### config.mk
export PLATFORM = sky130hd
export DESIGN_NAME = mc_control_fsm_flat
export DESIGN_NICKNAME = d
export VERILOG_FILES = /design/src/rtl/mc_control_fsm_pkg.sv /design/src/rtl/mc_control_fsm_if.sv /design/src/rtl/mc_output_decode.sv /design/src/rtl/mc_control_fsm.sv /design/src/flat_wrapper.sv
export SDC_FILE = /design/constraint.sdc
export NUM_CORES = 1
export LEC_CHECK = 0
export CAP_MARGIN = 20
export CORE_MARGIN = 4
export CORE_UTILIZATION = 25
export DETAILED_ROUTE_END_ITERATION = 6
export GPL_TIMING_DRIVEN = 0
export MAX_ROUTING_LAYER = met4
export PLACE_DENSITY = 0.61
export SYNTH_ARGS = -nofsm -noshare
export SYNTH_HDL_FRONTEND = slang
export SYNTH_SLANG_ARGS = --single-unit
### constraint.sdc
create_clock -name clk -period 1.7 [get_ports clk]
set_input_delay 0.34 -clock clk [delete_from_list [all_inputs] [get_ports clk]]
set_output_delay 0.34 -clock clk [all_outputs]
set_load 0.01 [all_outputs]
### src/rtl/mc_control_fsm_pkg.sv
// Shared encodings for the multi-cycle RV32I control path: opcodes, states, mux selects, alu_op codes.
// TRAP state exists only when ILLEGAL_TRAP_EN is defined.
package mc_control_fsm_pkg;

    localparam logic [6:0] OP_LW  = 7'b0000011;
    localparam logic [6:0] OP_SW  = 7'b0100011;
    localparam logic [6:0] OP_R   = 7'b0110011;
    localparam logic [6:0] OP_I   = 7'b0010011;
    localparam logic [6:0] OP_JAL = 7'b1101111;
    localparam logic [6:0] OP_BEQ = 7'b1100011;

    typedef enum logic [3:0] {
        S_FETCH    = 4'd0,
        S_DECODE   = 4'd1,
        S_MEMADR   = 4'd2,
        S_MEMREAD  = 4'd3,
        S_MEMWB    = 4'd4,
        S_MEMWRITE = 4'd5,
        S_EXECR    = 4'd6,
        S_EXECI    = 4'd7,
        S_ALUWB    = 4'd8,
        S_JAL      = 4'd9,
`ifdef ILLEGAL_TRAP_EN
        S_BEQ      = 4'd10,
        S_TRAP     = 4'd11
`else
        S_BEQ      = 4'd10
`endif
    } state_t;

    localparam logic [1:0] ALU_ADD    = 2'b00;
    localparam logic [1:0] ALU_SUB    = 2'b01;
    localparam logic [1:0] ALU_FUNCT  = 2'b10;

    localparam logic [1:0] RES_ALUOUT = 2'b00;
    localparam logic [1:0] RES_RDATA  = 2'b01;
    localparam logic [1:0] RES_ALU    = 2'b10;

    localparam logic [1:0] SRCA_PC    = 2'b00;
    localparam logic [1:0] SRCA_OLDPC = 2'b01;
    localparam logic [1:0] SRCA_RS1   = 2'b10;

    localparam logic [1:0] SRCB_RS2   = 2'b00;
    localparam logic [1:0] SRCB_IMM   = 2'b01;
    localparam logic [1:0] SRCB_FOUR  = 2'b10;

    localparam logic [1:0] IMM_I = 2'b00;
    localparam logic [1:0] IMM_S = 2'b01;
    localparam logic [1:0] IMM_B = 2'b10;
    localparam logic [1:0] IMM_J = 2'b11;

    // fetch: strobes that only fire once memory delivers the instruction
    typedef struct packed {
        logic       adr_src;
        logic       mem_write;
        logic       fetch;
        logic       pc_update;
        logic       branch;
        logic       reg_write;
        logic       illegal;
        logic [1:0] result_src;
        logic [1:0] alu_src_a;
        logic [1:0] alu_src_b;
        logic [1:0] alu_op;
    } ctrl_word_t;

    function automatic logic [1:0] imm_src_of(input logic [6:0] opcode);
        case (opcode)
            OP_SW:   return IMM_S;
            OP_BEQ:  return IMM_B;
            OP_JAL:  return IMM_J;
            default: return IMM_I;
        endcase
    endfunction

endpackage

### src/rtl/mc_control_fsm_if.sv
// Control/status bundle between the control FSM (master) and the datapath (slave).
// Carries the opcode, ALU/memory status and all datapath selects and strobes.
interface mc_control_fsm_if;
    logic [6:0] opcode;
    logic       zero;
    logic       mem_ready;
    logic       pc_write;
    logic       adr_src;
    logic       mem_write;
    logic       ir_write;
    logic [1:0] result_src;
    logic [1:0] alu_src_a;
    logic [1:0] alu_src_b;
    logic [1:0] alu_op;
    logic       reg_write;
    logic [1:0] imm_src;
    logic       illegal_instr;

    modport master (
        input  opcode, zero, mem_ready,
        output pc_write, adr_src, mem_write, ir_write, result_src,
               alu_src_a, alu_src_b, alu_op, reg_write, imm_src, illegal_instr
    );

    modport slave (
        output opcode, zero, mem_ready,
        input  pc_write, adr_src, mem_write, ir_write, result_src,
               alu_src_a, alu_src_b, alu_op, reg_write, imm_src, illegal_instr
    );
endinterface

### src/rtl/mc_output_decode.sv
// Moore output decode: registered state -> control word, purely combinational.
// Latency: 0 cycles. Backpressure: none; memory qualification is applied by the caller.
// ILLEGAL_TRAP_EN adds the TRAP state decode.
module mc_output_decode
    import mc_control_fsm_pkg::*;
#(
    parameter int STATE_W = 4
) (
    input  logic [STATE_W-1:0] state,
    output ctrl_word_t         cw
);

    always_comb begin
        cw = '0;
        case (state)
            STATE_W'(S_FETCH): begin
                cw.fetch      = 1'b1;
                cw.alu_src_b  = SRCB_FOUR;
                cw.result_src = RES_ALU;
            end
            STATE_W'(S_DECODE): begin
                cw.alu_src_a = SRCA_OLDPC;
                cw.alu_src_b = SRCB_IMM;
            end
            STATE_W'(S_MEMADR): begin
                cw.alu_src_a = SRCA_RS1;
                cw.alu_src_b = SRCB_IMM;
            end
            STATE_W'(S_MEMREAD): begin
                cw.adr_src    = 1'b1;
                cw.result_src = RES_ALUOUT;
            end
            STATE_W'(S_MEMWB): begin
                cw.result_src = RES_RDATA;
                cw.reg_write  = 1'b1;
            end
            STATE_W'(S_MEMWRITE): begin
                cw.adr_src   = 1'b1;
                cw.mem_write = 1'b1;
            end
            STATE_W'(S_EXECR): begin
                cw.alu_src_a = SRCA_RS1;
                cw.alu_src_b = SRCB_RS2;
                cw.alu_op    = ALU_FUNCT;
            end
            STATE_W'(S_EXECI): begin
                cw.alu_src_a = SRCA_RS1;
                cw.alu_src_b = SRCB_IMM;
                cw.alu_op    = ALU_FUNCT;
            end
            STATE_W'(S_ALUWB): begin
                cw.result_src = RES_ALUOUT;
                cw.reg_write  = 1'b1;
            end
            STATE_W'(S_JAL): begin
                cw.alu_src_a  = SRCA_OLDPC;
                cw.alu_src_b  = SRCB_FOUR;
                cw.alu_op     = ALU_ADD;
                cw.result_src = RES_ALUOUT;
                cw.pc_update  = 1'b1;
            end
            STATE_W'(S_BEQ): begin
                cw.alu_src_a  = SRCA_RS1;
                cw.alu_src_b  = SRCB_RS2;
                cw.alu_op     = ALU_SUB;
                cw.result_src = RES_ALUOUT;
                cw.branch     = 1'b1;
            end
`ifdef ILLEGAL_TRAP_EN
            STATE_W'(S_TRAP): cw.illegal = 1'b1;
`endif
            default: ;
        endcase
    end

endmodule

### src/rtl/mc_control_fsm.sv
// Multi-cycle RV32I main control FSM: sequences fetch/decode/execute/writeback, drives datapath controls.
// Latency: lw 5, sw/R/I/jal 4, beq 3 cycles; each mem_ready=0 cycle in FETCH/MEMREAD/MEMWRITE adds one.
// Backpressure: stalls on mem_ready. ILLEGAL_TRAP_EN: unsupported opcodes trap until reset.
module mc_control_fsm
    import mc_control_fsm_pkg::*;
#(
    parameter int STATE_W = 4
) (
    input  logic              clk,
    input  logic              rst_n,
    mc_control_fsm_if.master  bus
);

    logic [STATE_W-1:0] state_q;
    logic [STATE_W-1:0] state_d;
    ctrl_word_t         cw;

    always_ff @(posedge clk or negedge rst_n) begin
        if (!rst_n) state_q <= STATE_W'(S_FETCH);
        else        state_q <= state_d;
    end

    always_comb begin
        state_d = STATE_W'(S_FETCH);
        case (state_q)
            STATE_W'(S_FETCH):
                state_d = bus.mem_ready ? STATE_W'(S_DECODE) : STATE_W'(S_FETCH);
            STATE_W'(S_DECODE): begin
                case (bus.opcode)
                    OP_LW, OP_SW: state_d = STATE_W'(S_MEMADR);
                    OP_R:         state_d = STATE_W'(S_EXECR);
                    OP_I:         state_d = STATE_W'(S_EXECI);
                    OP_JAL:       state_d = STATE_W'(S_JAL);
                    OP_BEQ:       state_d = STATE_W'(S_BEQ);
`ifdef ILLEGAL_TRAP_EN
                    default:      state_d = STATE_W'(S_TRAP);
`else
                    default:      state_d = STATE_W'(S_FETCH);
`endif
                endcase
            end
            STATE_W'(S_MEMADR):
                state_d = (bus.opcode == OP_LW) ? STATE_W'(S_MEMREAD) : STATE_W'(S_MEMWRITE);
            STATE_W'(S_MEMREAD):
                state_d = bus.mem_ready ? STATE_W'(S_MEMWB) : STATE_W'(S_MEMREAD);
            STATE_W'(S_MEMWRITE):
                state_d = bus.mem_ready ? STATE_W'(S_FETCH) : STATE_W'(S_MEMWRITE);
            STATE_W'(S_EXECR), STATE_W'(S_EXECI), STATE_W'(S_JAL):
                state_d = STATE_W'(S_ALUWB);
`ifdef ILLEGAL_TRAP_EN
            STATE_W'(S_TRAP):
                state_d = state_q;
`endif
            default:
                state_d = STATE_W'(S_FETCH);
        endcase
    end

    mc_output_decode #(.STATE_W(STATE_W)) u_decode (
        .state (state_q),
        .cw    (cw)
    );

    // Strobes are gated by rst_n so they drop the moment reset asserts.
    assign bus.pc_write      = rst_n & ((cw.fetch & bus.mem_ready) | cw.pc_update | (cw.branch & bus.zero));
    assign bus.ir_write      = rst_n & cw.fetch & bus.mem_ready;
    assign bus.mem_write     = rst_n & cw.mem_write;
    assign bus.reg_write     = rst_n & cw.reg_write;
    assign bus.adr_src       = cw.adr_src;
    assign bus.result_src    = cw.result_src;
    assign bus.alu_src_a     = cw.alu_src_a;
    assign bus.alu_src_b     = cw.alu_src_b;
    assign bus.alu_op        = cw.alu_op;
    assign bus.illegal_instr = cw.illegal;
    assign bus.imm_src       = imm_src_of(bus.opcode);

endmodule

### src/flat_wrapper.sv
// flat-port wrapper written by rule: the top's interface ports become plain ports
module mc_control_fsm_flat import mc_control_fsm_pkg::*;
#(
    parameter int STATE_W = 4
)
  (clk, rst_n, bus_opcode, bus_zero, bus_mem_ready, bus_pc_write, bus_adr_src, bus_mem_write, bus_ir_write, bus_result_src, bus_alu_src_a, bus_alu_src_b, bus_alu_op, bus_reg_write, bus_imm_src, bus_illegal_instr);
  mc_control_fsm_if bus_i ();
  input  logic clk;
  input  logic rst_n;
  input wire logic [$bits(bus_i.opcode)-1:0] bus_opcode;
  input wire logic [$bits(bus_i.zero)-1:0] bus_zero;
  input wire logic [$bits(bus_i.mem_ready)-1:0] bus_mem_ready;
  output wire logic [$bits(bus_i.pc_write)-1:0] bus_pc_write;
  output wire logic [$bits(bus_i.adr_src)-1:0] bus_adr_src;
  output wire logic [$bits(bus_i.mem_write)-1:0] bus_mem_write;
  output wire logic [$bits(bus_i.ir_write)-1:0] bus_ir_write;
  output wire logic [$bits(bus_i.result_src)-1:0] bus_result_src;
  output wire logic [$bits(bus_i.alu_src_a)-1:0] bus_alu_src_a;
  output wire logic [$bits(bus_i.alu_src_b)-1:0] bus_alu_src_b;
  output wire logic [$bits(bus_i.alu_op)-1:0] bus_alu_op;
  output wire logic [$bits(bus_i.reg_write)-1:0] bus_reg_write;
  output wire logic [$bits(bus_i.imm_src)-1:0] bus_imm_src;
  output wire logic [$bits(bus_i.illegal_instr)-1:0] bus_illegal_instr;
  assign bus_i.opcode = bus_opcode;
  assign bus_i.zero = bus_zero;
  assign bus_i.mem_ready = bus_mem_ready;
  assign bus_pc_write = bus_i.pc_write;
  assign bus_adr_src = bus_i.adr_src;
  assign bus_mem_write = bus_i.mem_write;
  assign bus_ir_write = bus_i.ir_write;
  assign bus_result_src = bus_i.result_src;
  assign bus_alu_src_a = bus_i.alu_src_a;
  assign bus_alu_src_b = bus_i.alu_src_b;
  assign bus_alu_op = bus_i.alu_op;
  assign bus_reg_write = bus_i.reg_write;
  assign bus_imm_src = bus_i.imm_src;
  assign bus_illegal_instr = bus_i.illegal_instr;
  mc_control_fsm #(.STATE_W(STATE_W)) u_core (.clk(clk), .rst_n(rst_n), .bus(bus_i));
endmodule
# Word-level counts from Yosys, hierarchy flattened
# Index checks and enable logic that the tools add are counted.
totals:
  register_bits: 4
  latchBits: 0
  mem_bits_rw: 0
  rom_bits: 0
  input_bits: 11
  out_inout_bits: 16
  elab_cells: 53
  n_memories: 0
classes:
  addsub: 0
  multipliers: 0
  div_mod_pow: 0
  magnitude_cmp: 0
  n_eq_ne: 16
  n_shift: 0
  mux: 17
  bitwise_logic: 9
  n_reduce_logical: 10
ops:
  columns: ["cell", "n"]
  rows:
  - ["$pmux W4 S6", 1]
  - ["$pmux W4 S5", 1]
  - ["$eq A4 B3 Y1 const B", 4]
  - ["$pmux W2 S2", 4]
  - ["$eq A7 B6 Y1 const B", 2]
  - ["$eq A7 B7 Y1 const B", 2]
  - ["$eq A4 B4 Y1 const B", 3]
  - ["$reduce_or A2 Y1", 6]
  - ["$mux W3", 3]
  - ["$eq A4 B2 Y1 const B", 2]
  - ["$and A1 B1 Y1", 7]
  - ["$eq A7 B2 Y1 const B", 1]
  - ["$eq A7 B5 Y1 const B", 1]
  - ["$mux W1", 7]
  - ["$pmux W2 S3", 1]
  - ["$reduce_or A3 Y1", 2]
  - ["$eq A4 B1 Y1 const B", 1]
  - ["$logic_not A4 Y1", 1]
  - ["$reduce_or A4 Y1", 1]
  - ["$or A1 B1 Y1", 2]

# Logic depth before layout (Yosys ltp)
depth:
  depth_word: 6
  depth_mapped: 5
  mapped_depth_nobuf: 4

# Modules after synthesis
# A second synthesis with hierarchy kept.
unflattened:
  hier_cells: 73
  area_unflattened_um2: 606.8
by_module_without_submodules:
  columns: ["mod", "n_inst", "cells_each", "area_each_um2", "seq_area_each_um2"]
  rows:
  - ["mc_control_fsm", 1, 44, 366.6, 100.1]
  - ["mc_output_decode", 1, 29, 240.2, 0.0]

# Worst setup path before layout
# No wires, ideal clock.
synth_path:
  path_type: "flip-flop to output port"
  startpoint: "register u_core.state_q[0]"
  endpoint: "output port bus_ir_write"
  arrival_time_ns: 1.428
  required_ns: 1.360
  setup_slack_ns: -0.068
  stages_incl_launch_ff: 4
  path_buffers: 1
  path_cell_list: "dfrtp_1 > clkbuf_1 > nor4_1 > and3_1"
synth_between:
  elab_chain_len: 4
synth_rtl:
  columns: ["element", "line", "source"]
  rows:
  - ["from (decl)", "mc_control_fsm.sv:14", "logic [STATE_W-1:0] state_q;"]
  - ["from (signal assigned)", "mc_control_fsm.sv:19", "if (!rst_n) state_q <= STATE_W'(S_FETCH);"]
  - ["from (signal assigned)", "mc_control_fsm.sv:20", "else state_q <= state_d;"]
  - ["$logic_not A4 Y1", "mc_output_decode.sv:15", "case (state)"]
  - ["$mux W1", "mc_output_decode.sv:15", null]
  - ["$and A1 B1 Y1 (2 in a row)", "mc_control_fsm.sv:66", "assign bus.ir_write = rst_n & cw.fetch & bus.mem_ready;"]
  - ["to (decl)", "flat_wrapper.sv:16", "output wire logic [$bits(bus_i.ir_write)-1:0] bus_ir_write;"]
# No other way between the ends.

# Final worst setup path
layout_path:
  startpoint: "register u_core.state_q[1]"
  endpoint: "output port bus_ir_write"
# Same word-level chain as after synthesis.

==> flow_summary.ini <==
[sta]
post-route-min-period_ns = 1.77
finalHoldViolations = 0
rsz0062_at_grt = true
setup_slack_ns = -0.0748
finClkSkew_ns = 0.00178
finalCritPeriodShare = 1.04
tns_ns = -0.109
drv_slew = 0
fmax_mhz = 563
setup-violations-final = 4

[placement]
dp_cells = 116
gp_congestion = 0.838
dp_hpwl_um = 1230
port_buffers = 25

[worst_setup_path]
crit_path_start_kind = flip-flop
cp_data_required_time_ns = 1.36
critPathCaptureType = primary output
cp.arrival_ns = 1.43
crit_type = flip-flop to primary output
path_max_fanout = 9

[grt]
grt_overflow = 0
antenna_found_initial = 0
grt_pass1_vias = 639
grt_max_degree = 11
globalRouteTotalUtil = 0.153
grt_pass1_wl_um = 3020

[final_layout]
finalNonFillerCells = 131
synthToLayoutAreaGrowth_pct = 99.7
regMostFlops = u_core.state_q
reg.largest.list = u_core.state_q x4
largest_reg_flops = 4
final_nets = 119
antennaDiodeCount = 0
drive_gt1_frac = 0.509
post-route-util = 0.545

[floorplanning]
initial_core_util = 0.273
std_cell_rows = 15
dieHeight_um = 52.4
dieArea_um2 = 2740
ios = 27
core_area_um2 = 1800
die_x_um = 52.4

[cts]
cts_tree = yes
cts_max_path_buffers = 2
ctsHtreeMaxLevel = 1
clk_latency_ns = 0.23
cts_buffers = 3
cts_root_buf = clkbuf_4
clk_pin_slew_ns = 0.04
postCtsHoldBufs = 0
cts_sinks = 4

[route]
viasPerCell = 5.27
ant_nets = 0
vias = 690
post_drt_wl_per_cell_um = 15.1
drcViolationCount = 0
firstDrtPassIters = 4
drt-initial-drc-count = 13
wl_um = 1970

[logic_synthesis]
yosysWarnings = 0
ys_ff_latch = 4
synth_top_area_frac = 0.204
synth-edff-count = 0
synth_area_leader_cell = dfrtp_1
synth_ff_type = dfrtp_1
netlist_area_um2 = 492
yosysSeqAreaShare = 0.204
syn_inst = 66
synthDistinctLibCells = 34
avgSynthCellArea_um2 = 7.45
async_flop_share = 1.00
yosysMostFrequentCell = nor2_1
syn-num-nets = 77
synthTopCellsByCount = 7 x nor2_1, 4 x a21oi_1, 4 x dfrtp_1, 4 x nand2b_1, 4 x nor3_1
synth_area_leaders = dfrtp_1 20%, nor2_1 5.3%, nand2b_1 5.1%

[power]
ir_worst_vdd_uv = 232
cellPowerDensity_nw_per_um2 = 401
p_leak_nw = 0.451
power_mw = 0.394

[min_path]
hold_path_class = input pin to async pin

[job]
drv_cap = 0

[status]
outcome = finished, violations left
violations = negative setup slack
-- layer usage --
layer	vias up	wire, um	part of all wire	track usage
met1	340	869	0.44	0.179
li1	329	-	-	-
met2	19	997	0.51	0.254
met4	0	19	0.0096	0.0766
met3	2	86	0.044	0.0199
met5	-	0	0	-
-- path summary, 6_finish.rpt --
kind | endpoint | slack, ns | cells after the start | start
setup / recovery | bus_ir_write | -0.07 | 4 | u_core.state_q[1]
hold / removal | u_core.state_q[2] | 0.1 | 1 | rst_n
setup reg to reg | u_core.state_q[1] | 0.04 | 5 | u_core.state_q[2]
hold reg to reg | u_core.state_q[0] | 0.75 | 2 | u_core.state_q[0]
max in group asynchronous | u_core.state_q[3] | 1.36 | 1 | rst_n
min in group clk | u_core.state_q[2] | 0.61 | 3 | bus_opcode[4]
-- per-stage QoR --
stage	setup WS, ns	instance area (um2)	hold slack [ns]
after floorplan	0.0934	498	0.0444
after global placement	-0.749	779	0.607
final	-0.0748	982	0.0956
after CTS	-0.0709	911	0.0926
after global routing	-0.136	982	0.108
after detailed placement	-0.731	779	0.608
-- worst max-delay path: stages (launching register included) --
cell and delay (ns):
dfrtp_2 0.44, buf_8 0.15, nor4_4 0.30, and3_1 0.19, buf_2 0.12
-- cell families after synthesis --
family | synth area share
AO/OA/AOI/OAI | 0.252
XOR/XNOR | 0.0534
buffers and inverters | 0.0611
flip-flops | 0.204
other | 0.00763
AND/OR/NAND/NOR | 0.422
-- layout by cell type, fill, tap and decap left out, drive strengths merged, types with 2 or more instances in the layout --
cell type       n
nor3b           3
nor4b           2
nor2            7
and3            2
nor2b           3
dlygate4sd2     9
a31o            2
nor4            2
nor3            4
a21oi           4
and2            2
o22ai           2
clkbuf          6
buf            26
clkdlybuf4s15   3
o21ai           2
nand2b          4
nand2           2
xnor2           2
dfrtp           4
-- layout make-up --
class	count	area, um2
Inverter	1	3.75
Tap cell	25	31.3
Buffer	5	56.3
Clock buffer	3	22.5
Timing Repair Buffer	37	274
Multi-Input combinational cell	56	492
Sequential cell	4	103
Fill cell	183	820
-- report_power, final --
| group | switching, mW | internal (mW) |
|---|---|---|
| clock network | 0.0372 | 0.0789 |
| logic | 0.0863 | 0.0875 |
| registers | 0.00427 | 0.0994 |
-- repair_timing --
action / CTS / global route
gates cloned: 0 / 1
setup endpoints to repair: 15 / 13
gates resized for setup: 82 / 17
setup buffers: 7 / 4
pin swaps: 4 / 5
hold endpoints to repair: 0 / 0
No activity file was read; power rests on OpenSTA's default activity.
